--- config.mk ---
export PLATFORM = sky130hd
export DESIGN_NAME = crypto_stream_decrypt
export DESIGN_NICKNAME = d
export VERILOG_FILES = /design/src/rtl/crypto_stream_decrypt_pkg.sv /design/src/rtl/crypto_stream_decrypt_keystream.sv /design/src/rtl/crypto_stream_decrypt.sv
export SDC_FILE = /design/constraint.sdc
export NUM_CORES = 1
export LEC_CHECK = 0
export ABC_AREA = 1
export BUFFER_PORTS_ARGS = -buffer_cell sky130_fd_sc_hd__buf_4
export CAP_MARGIN = 20
export CORE_MARGIN = 10
export CORE_UTILIZATION = 50
export CTS_CLUSTER_SIZE = 28
export DETAILED_ROUTE_END_ITERATION = 10
export GPL_ROUTABILITY_DRIVEN = 0
export PLACE_DENSITY = 0.71
export SLEW_MARGIN = 40
export SYNTH_ARGS = -nofsm -noshare
export SYNTH_HDL_FRONTEND = slang
export SYNTH_SLANG_ARGS = --single-unit
--- constraint.sdc ---
create_clock -name clk -period 2.65 [get_ports clk]
set_input_delay 0.1325 -clock clk [delete_from_list [all_inputs] [get_ports clk]]
set_output_delay 0.1325 -clock clk [all_outputs]
set_load 0.1 [all_outputs]
--- src/rtl/crypto_stream_decrypt_pkg.sv ---
// Shared definitions for the XOR-keystream encryptor/decryptor pair:
// LFSR taps, FSM state encoding and keystream helper functions.
package crypto_pkg;

    localparam logic [7:0] LFSR_TAPS = 8'hB8;

    typedef enum logic [1:0] {
        IDLE,
        PAYLOAD,
        CHECK
    } state_e;

    function automatic logic [7:0] ks_next(input logic [7:0] ks);
        return {1'b0, ks[7:1]} ^ (ks[0] ? LFSR_TAPS : 8'h00);
    endfunction

    // An all-zero seed would lock the LFSR at zero.
    function automatic logic [7:0] seed_fix(input logic [7:0] seed);
        return (seed == '0) ? 8'h01 : seed;
    endfunction

endpackage

--- src/rtl/crypto_stream_decrypt_keystream.sv ---
// Keystream register: loads the fixed-up seed at frame start and
// advances one Galois LFSR step per consumed payload byte.
module crypto_keystream
    import crypto_pkg::*;
(
    input  logic       clk,
    input  logic       rst_n,
    input  logic       load,
    input  logic       advance,
    input  logic [7:0] seed,
    output logic [7:0] ks
);

    logic [7:0] ks_d;
    logic [7:0] ks_q;

    always_comb begin
        ks_d = ks_q;
        if (load) begin
            ks_d = seed_fix(seed);
        end else if (advance) begin
            ks_d = ks_next(ks_q);
        end
    end

    always_ff @(posedge clk or negedge rst_n) begin
        if (!rst_n) begin
            ks_q <= 8'h01;
        end else begin
            ks_q <= ks_d;
        end
    end

    assign ks = ks_q;

endmodule

--- src/rtl/crypto_stream_decrypt.sv ---
// Receive-side stream decryptor: header/payload/checksum framing, keystream
// XOR, registered plaintext output and per-frame done/error pulses.
module crypto_stream_decrypt
    import crypto_pkg::*;
#(
    parameter int unsigned MAX_LEN = 16
) (
    input  logic       clk,
    input  logic       rst_n,
    input  logic       enable,
    input  logic [7:0] key_seed,
    input  logic       s_valid,
    output logic       s_ready,
    input  logic [7:0] s_data,
    input  logic       s_sof,
    output logic       m_valid,
    input  logic       m_ready,
    output logic [7:0] m_data,
    output logic       m_last,
    output logic       frame_done,
    output logic       frame_err,
    output logic       busy
);

    localparam logic [7:0] MAX_LEN_B = 8'(MAX_LEN);

    state_e     state_d, state_q;
    logic [7:0] len_d, len_q;
    logic [7:0] cnt_d, cnt_q;
    logic [7:0] csum_d, csum_q;
    logic       m_valid_d, m_valid_q;
    logic [7:0] m_data_d, m_data_q;
    logic       m_last_d, m_last_q;
    logic       done_d, done_q;
    logic       err_d, err_q;
    logic       run_q;

    logic       ks_load;
    logic       ks_adv;
    logic [7:0] ks;
    logic [7:0] plain;
    logic       accept;

    crypto_keystream u_keystream (
        .clk     (clk),
        .rst_n   (rst_n),
        .load    (ks_load),
        .advance (ks_adv),
        .seed    (key_seed),
        .ks      (ks)
    );

    // run_q keeps s_ready low until the first edge after reset release.
    always_comb begin
        s_ready = 1'b0;
        if (run_q && enable) begin
            s_ready = (state_q != PAYLOAD) || !m_valid_q || m_ready;
        end
    end

    assign accept = s_valid && s_ready;
    assign plain  = s_data ^ ks;

    always_comb begin
        state_d   = state_q;
        len_d     = len_q;
        cnt_d     = cnt_q;
        csum_d    = csum_q;
        m_valid_d = m_valid_q && !m_ready;
        m_data_d  = m_data_q;
        m_last_d  = m_last_q;
        done_d    = 1'b0;
        err_d     = 1'b0;
        ks_load   = 1'b0;
        ks_adv    = 1'b0;

        if (accept && s_sof) begin
            // A header mid-frame aborts the old frame and starts a new one.
            if (state_q != IDLE) begin
                done_d = 1'b1;
                err_d  = 1'b1;
            end
            if (s_data == '0 || s_data > MAX_LEN_B) begin
                done_d  = 1'b1;
                err_d   = 1'b1;
                state_d = IDLE;
            end else begin
                len_d   = s_data;
                cnt_d   = '0;
                csum_d  = '0;
                ks_load = 1'b1;
                state_d = PAYLOAD;
            end
        end else if (accept) begin
            unique case (state_q)
                IDLE: begin
                end
                PAYLOAD: begin
                    ks_adv    = 1'b1;
                    csum_d    = csum_q ^ plain;
                    cnt_d     = cnt_q + 8'd1;
                    m_valid_d = 1'b1;
                    m_data_d  = plain;
                    m_last_d  = (cnt_q == len_q - 8'd1);
                    if (cnt_q == len_q - 8'd1) begin
                        state_d = CHECK;
                    end
                end
                CHECK: begin
                    done_d  = 1'b1;
                    err_d   = (plain != csum_q);
                    state_d = IDLE;
                end
                default: state_d = IDLE;
            endcase
        end
    end

    always_ff @(posedge clk or negedge rst_n) begin
        if (!rst_n) begin
            state_q   <= IDLE;
            len_q     <= '0;
            cnt_q     <= '0;
            csum_q    <= '0;
            m_valid_q <= 1'b0;
            m_data_q  <= '0;
            m_last_q  <= 1'b0;
            done_q    <= 1'b0;
            err_q     <= 1'b0;
            run_q     <= 1'b0;
        end else begin
            state_q   <= state_d;
            len_q     <= len_d;
            cnt_q     <= cnt_d;
            csum_q    <= csum_d;
            m_valid_q <= m_valid_d;
            m_data_q  <= m_data_d;
            m_last_q  <= m_last_d;
            done_q    <= done_d;
            err_q     <= err_d;
            run_q     <= 1'b1;
        end
    end

    assign m_valid    = m_valid_q;
    assign m_data     = m_data_q;
    assign m_last     = m_last_q;
    assign frame_done = done_q;
    assign frame_err  = err_q;
    assign busy       = (state_q != IDLE);

endmodule

## Yosys cells after proc, flatten, opt, wreduce, memory -nomap -nowiden

Index checks and enable logic that the tools add are counted.

- Register bits: 47
- Input port bits: 22
- Output and inout bits: 14
- Logic and storage cells: 80

- Add/sub/neg operators: 2
- Magnitude comparators: 1
- Eq/ne operators: 8
- Muxes and demuxes: 33
- Bitwise operators: 5
- Reductions and logical operators: 20

Operator list:

| operator | count |
|---|---|
| 8-bit 2-to-1 mux | 11 |
| 1-bit 2-to-1 mux | 18 |
| 8-bit zero test | 2 |
| 8-bit bitwise XOR | 2 |
| 3-bit AND reduction | 3 |
| 8-bit by 1-bit adder with 8-bit output (second input constant) | 1 |
| 8-bit equality test | 1 |
| 8-bit by 5-bit > comparator with 1-bit output (second input constant) | 1 |
| 8-bit inequality test | 1 |
| 2-bit nonzero test | 4 |
| 8-bit by 1-bit subtractor with 8-bit output (second input constant) | 1 |
| 7-bit by 8-bit bitwise XOR with 8-bit output | 1 |
| 2-bit 2-to-1 mux | 3 |
| 1-bit logical AND | 4 |
| 2-bit inequality test (second input constant) | 2 |
| 2-bit case mux with 2 select lines | 1 |
| 1-bit logical OR | 3 |
| 3-bit inequality test (second input constant) | 1 |
| 2-bit by 1-bit equality test with 1-bit output (second input constant) | 1 |
| 2-bit equality test (second input constant) | 1 |
| 1-bit zero test | 2 |
| 2-bit zero test | 1 |
| 2-bit by 1-bit inequality test with 1-bit output (second input constant) | 1 |
| 1-bit NOT | 2 |
| 2-bit AND reduction | 1 |

## Depth between registers and ports, before layout

- Depth after elaboration: 9
- Depth in mapped cells: 12

## By module

A second synthesis with hierarchy kept.

- Cells, all modules: 337
- Area total of the unflattened synthesis: 2,707.6 um2

Modules (own cells, without submodules):

| module | instances | cells an instance | area an instance (um2) |
|---|---|---|---|
| crypto_stream_decrypt | 1 | 288 | 2,280.9 |
| crypto_keystream | 1 | 49 | 426.7 |

## Worst setup path after synthesis

OpenSTA, ideal clock, no wires.

- Path type: register to register
- From: reg m_valid_q, in the netlist m_valid
- To: reg u_keystream.ks_q[2], in the netlist u_keystream.ks[2]
- Library setup time: 124 ps
- Data arrival time: 2,309 ps
- Required time: 2,526 ps
- Path slack: 216 ps
- Cell stages (with the launch flop): 10
- Path buffers: 1
- Period minus slack after synthesis: 2,434 ps
- Path through: dfrtp_1 > nand2_1 > nor2_4 > nor2_4 > nand2_4 > nor2_8 > nand2_8 > buf_4 > nand3_1 > nand3_1

- Longest elaborated chain between the ends: 8

Ends and longest elaborated chain:

| item | line | source |
|---|---|---|
| from (decl) | crypto_stream_decrypt.sv:31 | `logic m_valid_d, m_valid_q;` |
| from (signal assigned) | crypto_stream_decrypt.sv:136 | `m_valid_q <= m_valid_d;` |
| 1-bit zero test * | crypto_stream_decrypt.sv:57 | `s_ready = (state_q != PAYLOAD) \|\| !m_valid_q \|\| m_ready;` |
| 1-bit logical OR * (2 in series) | crypto_stream_decrypt.sv:57 |  |
| 1-bit 2-to-1 mux * | crypto_stream_decrypt.sv:56 | `if (run_q && enable) begin` |
| named net s_ready | crypto_stream_decrypt.sv:13 | `output logic s_ready,` |
| 1-bit logical AND * | crypto_stream_decrypt.sv:61 | `assign accept = s_valid && s_ready;` |
| 1-bit 2-to-1 mux or 1-bit logical AND (tied branches) | crypto_stream_decrypt.sv:94, crypto_stream_decrypt.sv:77 |  |
| 1-bit 2-to-1 mux | crypto_stream_decrypt.sv:77 | `if (accept && s_sof) begin` |
| 2-bit nonzero test (no source line) or 8-bit 2-to-1 mux (tied branches) | - |  |
| to (signal assigned) | crypto_stream_decrypt_keystream.sv:30 | `ks_q <= ks_d;` |
| to (decl) | crypto_stream_decrypt_keystream.sv:15 | `logic [7:0] ks_q;` |

Mark *: on every way through the listed nets, which the timed path passes. The rest lies on a longest branch.
A chain may end at the register's enable or synchronous reset.

## Worst setup path in the final report

- From: reg len_q[0]
- To: reg state_q[0]

- Longest elaborated chain between the ends: 4

Ends and longest elaborated chain:

| item | line | source |
|---|---|---|
| from (decl) | crypto_stream_decrypt.sv:28 | `logic [7:0] len_d, len_q;` |
| from (signal assigned) | crypto_stream_decrypt.sv:133 | `len_q <= len_d;` |
| 8-bit by 1-bit subtractor with 8-bit output | crypto_stream_decrypt.sv:105 | `if (cnt_q == len_q - 8'd1) begin` |
| 8-bit equality test | crypto_stream_decrypt.sv:105 |  |
| 3-bit inequality test (no source line) | - |  |
| 3-bit AND reduction (no source line) | - |  |
| to (signal assigned) | crypto_stream_decrypt.sv:132 | `state_q <= state_d;` |
| to (decl) | crypto_stream_decrypt.sv:27 | `state_e state_d, state_q;` |

No other way between the ends.

==> metrics.txt <==
# TYPE chip_impl_metric gauge
chip_impl_info{name="outcome",value="finished clean"} 1
chip_impl_info{name="r2r_start",value="len_q[0]"} 1
chip_impl_metric{name="synth.avg_cell_area",unit="µm²"} 8.050
chip_impl_metric{name="max_slew.worst_pin.slew",unit="ps"} 585.0
chip_impl_metric{name="syn-num-nets",unit=""} 370
chip_impl_info{name="cts_root_buffer",value="sky130_fd_sc_hd__clkbuf_8"} 1
chip_impl_metric{name="clkSlewWorstSetupHoldPaths",unit="ps"} 90
chip_impl_metric{name="report.final.hold_viol_count",unit=""} 0
chip_impl_metric{name="critical_path.n_buffers_inverters",unit=""} 3
chip_impl_metric{name="period_needed",unit="ps"} 1687
chip_impl_metric{name="placement.setup.worst_slack",unit="ps"} 984.6
chip_impl_metric{name="post_synthesis_instance_area",unit="µm²"} 2785
chip_impl_metric{name="timing.final.ws_setup",unit="ps"} 962.6
chip_impl_metric{name="areaGrowthSynthToFinish",unit="%"} 13.48
chip_impl_metric{name="period_utilisation_layout",unit=""} 0.6367
chip_impl_metric{name="power_density",unit="nW/µm²"} 852.0
chip_impl_metric{name="fp-row-count",unit=""} 27
chip_impl_metric{name="clockBufferDepth",unit=""} 2
chip_impl_metric{name="buffers_on_ports",unit=""} 35
chip_impl_info{name="min_delay_worst_endpoint",value="u_keystream.ks[2]"} 1
chip_impl_metric{name="grt_start_max_net_pins",unit=""} 48
chip_impl_metric{name="whs_path_depth",unit=""} 3
chip_impl_metric{name="core_area",unit="µm²"} 5439
chip_impl_metric{name="postCtsResizedCells",unit=""} 0
chip_impl_metric{name="synth-warning-count",unit=""} 0
chip_impl_metric{name="ys_seq_elements",unit=""} 47
chip_impl_metric{name="max_slew_margin",unit=""} 0.6100
chip_impl_metric{name="dpl.hpwl",unit="µm"} 4586
chip_impl_metric{name="cts.hold.buffers_added",unit=""} 1
chip_impl_metric{name="timing.critical_path.required",unit="ps"} 2850
chip_impl_info{name="crit_type",value="reg2reg"} 1
chip_impl_info{name="timing.critical_path.mode_cell",value="sky130_fd_sc_hd__nand2_1"} 1
chip_impl_info{name="synth_top_cells_by_area",value="sky130_fd_sc_hd__dfrtp_1 (41%), sky130_fd_sc_hd__nand2_1 (14%), sky130_fd_sc_hd__xor2_1 (7.2%)"} 1
chip_impl_metric{name="layout.core_utilization",unit=""} 0.5811
chip_impl_metric{name="nNetsFinal",unit=""} 405
chip_impl_info{name="setup_repair_after_global_routing_missed_its_margin",value="false"} 1
chip_impl_info{name="cts_tree",value="done"} 1
chip_impl_info{name="worst_setup_path_end_kind",value="flip-flop"} 1
chip_impl_metric{name="postSynth.asyncResetShare",unit=""} 1.000
chip_impl_metric{name="initialDrtViolationCount",unit=""} 203
chip_impl_metric{name="synth.top_cell.area_share",unit=""} 0.4133
chip_impl_metric{name="route.vias.total",unit=""} 2233
chip_impl_metric{name="number_of_ports_placed_on_the_die_boundary",unit=""} 36
chip_impl_metric{name="drt_wl_total",unit="µm"} 6105
chip_impl_metric{name="reg2reg_slack",unit="ps"} 960
chip_impl_metric{name="synth_edf_count",unit=""} 0
chip_impl_metric{name="postLayoutCellArea",unit="µm²"} 3161
chip_impl_info{name="yosys.cell_count.top_type",value="sky130_fd_sc_hd__nand2_1"} 1
chip_impl_metric{name="setup_total_negative_slack",unit="ps"} 0
chip_impl_metric{name="fp.dieH",unit="µm"} 94.64
chip_impl_metric{name="cts-buffers-inserted",unit=""} 5
chip_impl_metric{name="post_cts_setup_buffer_count",unit=""} 0
chip_impl_info{name="cp_cell_sequence",value="inv_1 > ha_1 > inv_1 > nand2_1 > nand3_1 > nand2_1 > inv_1 > nand3_1 > nor2_1 > nand3_1 > nand2_1 > nand2_1"} 1
chip_impl_metric{name="drt-wirelength-per-cell",unit="µm"} 13.45
chip_impl_metric{name="report.final.slew_viol_count",unit=""} 0
chip_impl_metric{name="register_area",unit="µm²"} 1177
chip_impl_info{name="critical_path.slowest_cell",value="sky130_fd_sc_hd__dfrtp_1"} 1
chip_impl_info{name="synth_top_cell_by_area",value="sky130_fd_sc_hd__dfrtp_1"} 1
chip_impl_metric{name="hold_slack",unit="ps"} 51.99
chip_impl_metric{name="routed-wl-met2",unit="µm"} 2721
chip_impl_metric{name="die_w",unit="µm"} 94.64
chip_impl_metric{name="layout-drive-gt1-share",unit=""} 0.1780
chip_impl_metric{name="wl_met3",unit="µm"} 384
chip_impl_metric{name="power.ir.vdd_worst",unit="mV"} 0.7520
chip_impl_metric{name="ys_seq_area_frac",unit=""} 0.4227
chip_impl_info{name="holdCritPathClass",value="in2reg"} 1
chip_impl_metric{name="drt_via_density",unit=""} 4.919
chip_impl_metric{name="layout.filler_cells",unit=""} 494
chip_impl_metric{name="cts_htree_levels",unit=""} 2
chip_impl_metric{name="cellLeakagePower",unit="nW"} 1.659
chip_impl_metric{name="cp_slowest_stage_delay",unit="ps"} 410
chip_impl_metric{name="timing.critical_path.fanout_max",unit=""} 5
chip_impl_metric{name="clock_skew",unit="ps"} 3.668
chip_impl_metric{name="number_of_remaining_drc_errors",unit=""} 0
chip_impl_metric{name="path_depth",unit=""} 12
chip_impl_metric{name="clk_latency",unit="ps"} 310
chip_impl_metric{name="maxCapViolCount",unit=""} 0
chip_impl_info{name="rr_endpoint",value="state_q[0]"} 1
chip_impl_metric{name="worstRegToRegCells",unit=""} 12
chip_impl_metric{name="placed_cell_area",unit="µm²"} 3055
chip_impl_metric{name="global_route.overflow_total",unit=""} 0
chip_impl_metric{name="setup_viol",unit=""} 0
chip_impl_metric{name="syn_inst",unit=""} 346
chip_impl_metric{name="grt_antenna_before_repair",unit=""} 0
chip_impl_metric{name="vias_in_the_first_global_route",unit=""} 2229
chip_impl_metric{name="first_pass_iters",unit=""} 4
chip_impl_metric{name="ys_types",unit=""} 32
chip_impl_info{name="synth_top_flop_cell",value="sky130_fd_sc_hd__dfrtp_1"} 1
chip_impl_metric{name="die_area",unit="µm²"} 8956
chip_impl_metric{name="cts.sink_count",unit=""} 47
chip_impl_info{name="synth_top_cells_by_count",value="sky130_fd_sc_hd__nand2_1 (102), sky130_fd_sc_hd__dfrtp_1 (46), sky130_fd_sc_hd__inv_1 (40), sky130_fd_sc_hd__nor2_1 (30), sky130_fd_sc_hd__nand3_1 (28)"} 1
chip_impl_metric{name="route.layer.met1.wl",unit="µm"} 2897
chip_impl_metric{name="antenna-diode-count",unit=""} 0
chip_impl_info{name="top_signal_layer_used",value="met4"} 1
chip_impl_metric{name="floorplan.initialDensity",unit=""} 0.5121
chip_impl_info{name="critPathLaunchType",value="flip-flop"} 1
chip_impl_metric{name="worstPathArrival",unit="ps"} 1880
chip_impl_metric{name="fmaxAchievable",unit="GHz"} 0.5926
chip_impl_metric{name="grt_pass1_wl",unit="µm"} 10730
chip_impl_metric{name="multi_input_comb_area",unit="µm²"} 1353
chip_impl_metric{name="ant_nets",unit=""} 0
chip_impl_info{name="cpLargestDelayFamily",value="simple AND/OR/NAND/NOR gates"} 1
chip_impl_info{name="hp-start",value="key_seed[2]"} 1
chip_impl_metric{name="groute.usage.overall",unit=""} 0.1504
-- layout make-up --
cell class              instances  area share
clock buffers                   7     0.02732
flip-flops and latches         47      0.3725
well taps                      72     0.02850
multi-input cells             245      0.4280
clock inverters                 1    0.002771
repair buffers                 36     0.08630
inverters                      46     0.05463
-- per-layer routing --
layer  GRT usage  vias up
met4     0.05112        0
met3     0.04679       10
met5           0        -
met2      0.2243       48
met1      0.2020     1022
li1            -     1153
-- per-stage QoR --
| step | std cells | power, mW |
|---|---|---|
| global route | 454 | 2.897 |
| finish | 454 | 2.693 |
| global placement | 445 | 2.222 |
| CTS | 454 | 2.714 |
| floorplan | 346 | 1.966 |
| detailed placement | 445 | 2.241 |
-- layout by cell type, fill, tap and decap left out, drive strengths merged --
master | synthesis | layout
a21oi | 5 | 5
buf | 8 | 35
clkbuf | 0 | 7
clkinv | 0 | 1
conb | 1 | 1
dfrtp | 46 | 46
dfstp | 1 | 1
dlygate4sd3 | 0 | 1
ha | 2 | 2
inv | 46 | 46
nand2 | 107 | 107
nand3 | 29 | 29
nand3b | 1 | 1
nand4 | 2 | 2
nor2 | 35 | 35
nor3 | 5 | 5
nor4 | 1 | 1
o211ai | 4 | 4
o21a | 1 | 1
o21ai | 23 | 23
o31ai | 1 | 1
xnor2 | 5 | 5
xor2 | 23 | 23
-- sequential cells by signal, summed over array words and instances (netlist names) --
register,count
frame_done,1
m_data,8
u_keystream.ks,8
frame_err,1
run_q,1
csum_q,8
state_q,2
m_last,1
cnt_q,8
m_valid,1
len_q,8
-- worst reg2reg max path: cells and delay by family (launching register included) --
family | cells | cell delay (ps)
flops | 1 | 410
fa+ha+maj | 1 | 250
buf+inv | 3 | 250
simple gates | 8 | 670
-- cells by family after synthesis --
logic type / Yosys count / synth area share
AND/OR/NAND/NOR: 180 / 0.3095
buffers and inverters: 54 / 0.09164
flip-flops: 47 / 0.4227
XOR/XNOR: 28 / 0.08805
AO/OA/AOI/OAI: 34 / 0.07772
other: 1 / 0.001346
adder cells (fa/ha/maj): 2 / 0.008983
-- worst max-delay path by stage --
stage | start | end | slack (ps)
floorplan | m_valid | u_keystream.ks[2] | 220
global placement | state_q[0] | u_keystream.ks[5] | 1030
detailed placement | state_q[0] | u_keystream.ks[6] | 980
CTS | state_q[0] | u_keystream.ks[5] | 970
global route | len_q[0] | state_q[0] | 760
finish | len_q[0] | state_q[0] | 960
-- where the power goes --
| part | internal, mW | switching (mW) | leakage (nW) |
|---|---|---|---|
| combinational | 0.367 | 0.812 | 1.02 |
| sequential | 0.903 | 0.148 | 0.587 |
| clock | 0.214 | 0.248 | 0.0484 |
| total | 1.48 | 1.21 | 1.66 |
Power figures use the tool's default switching activity.
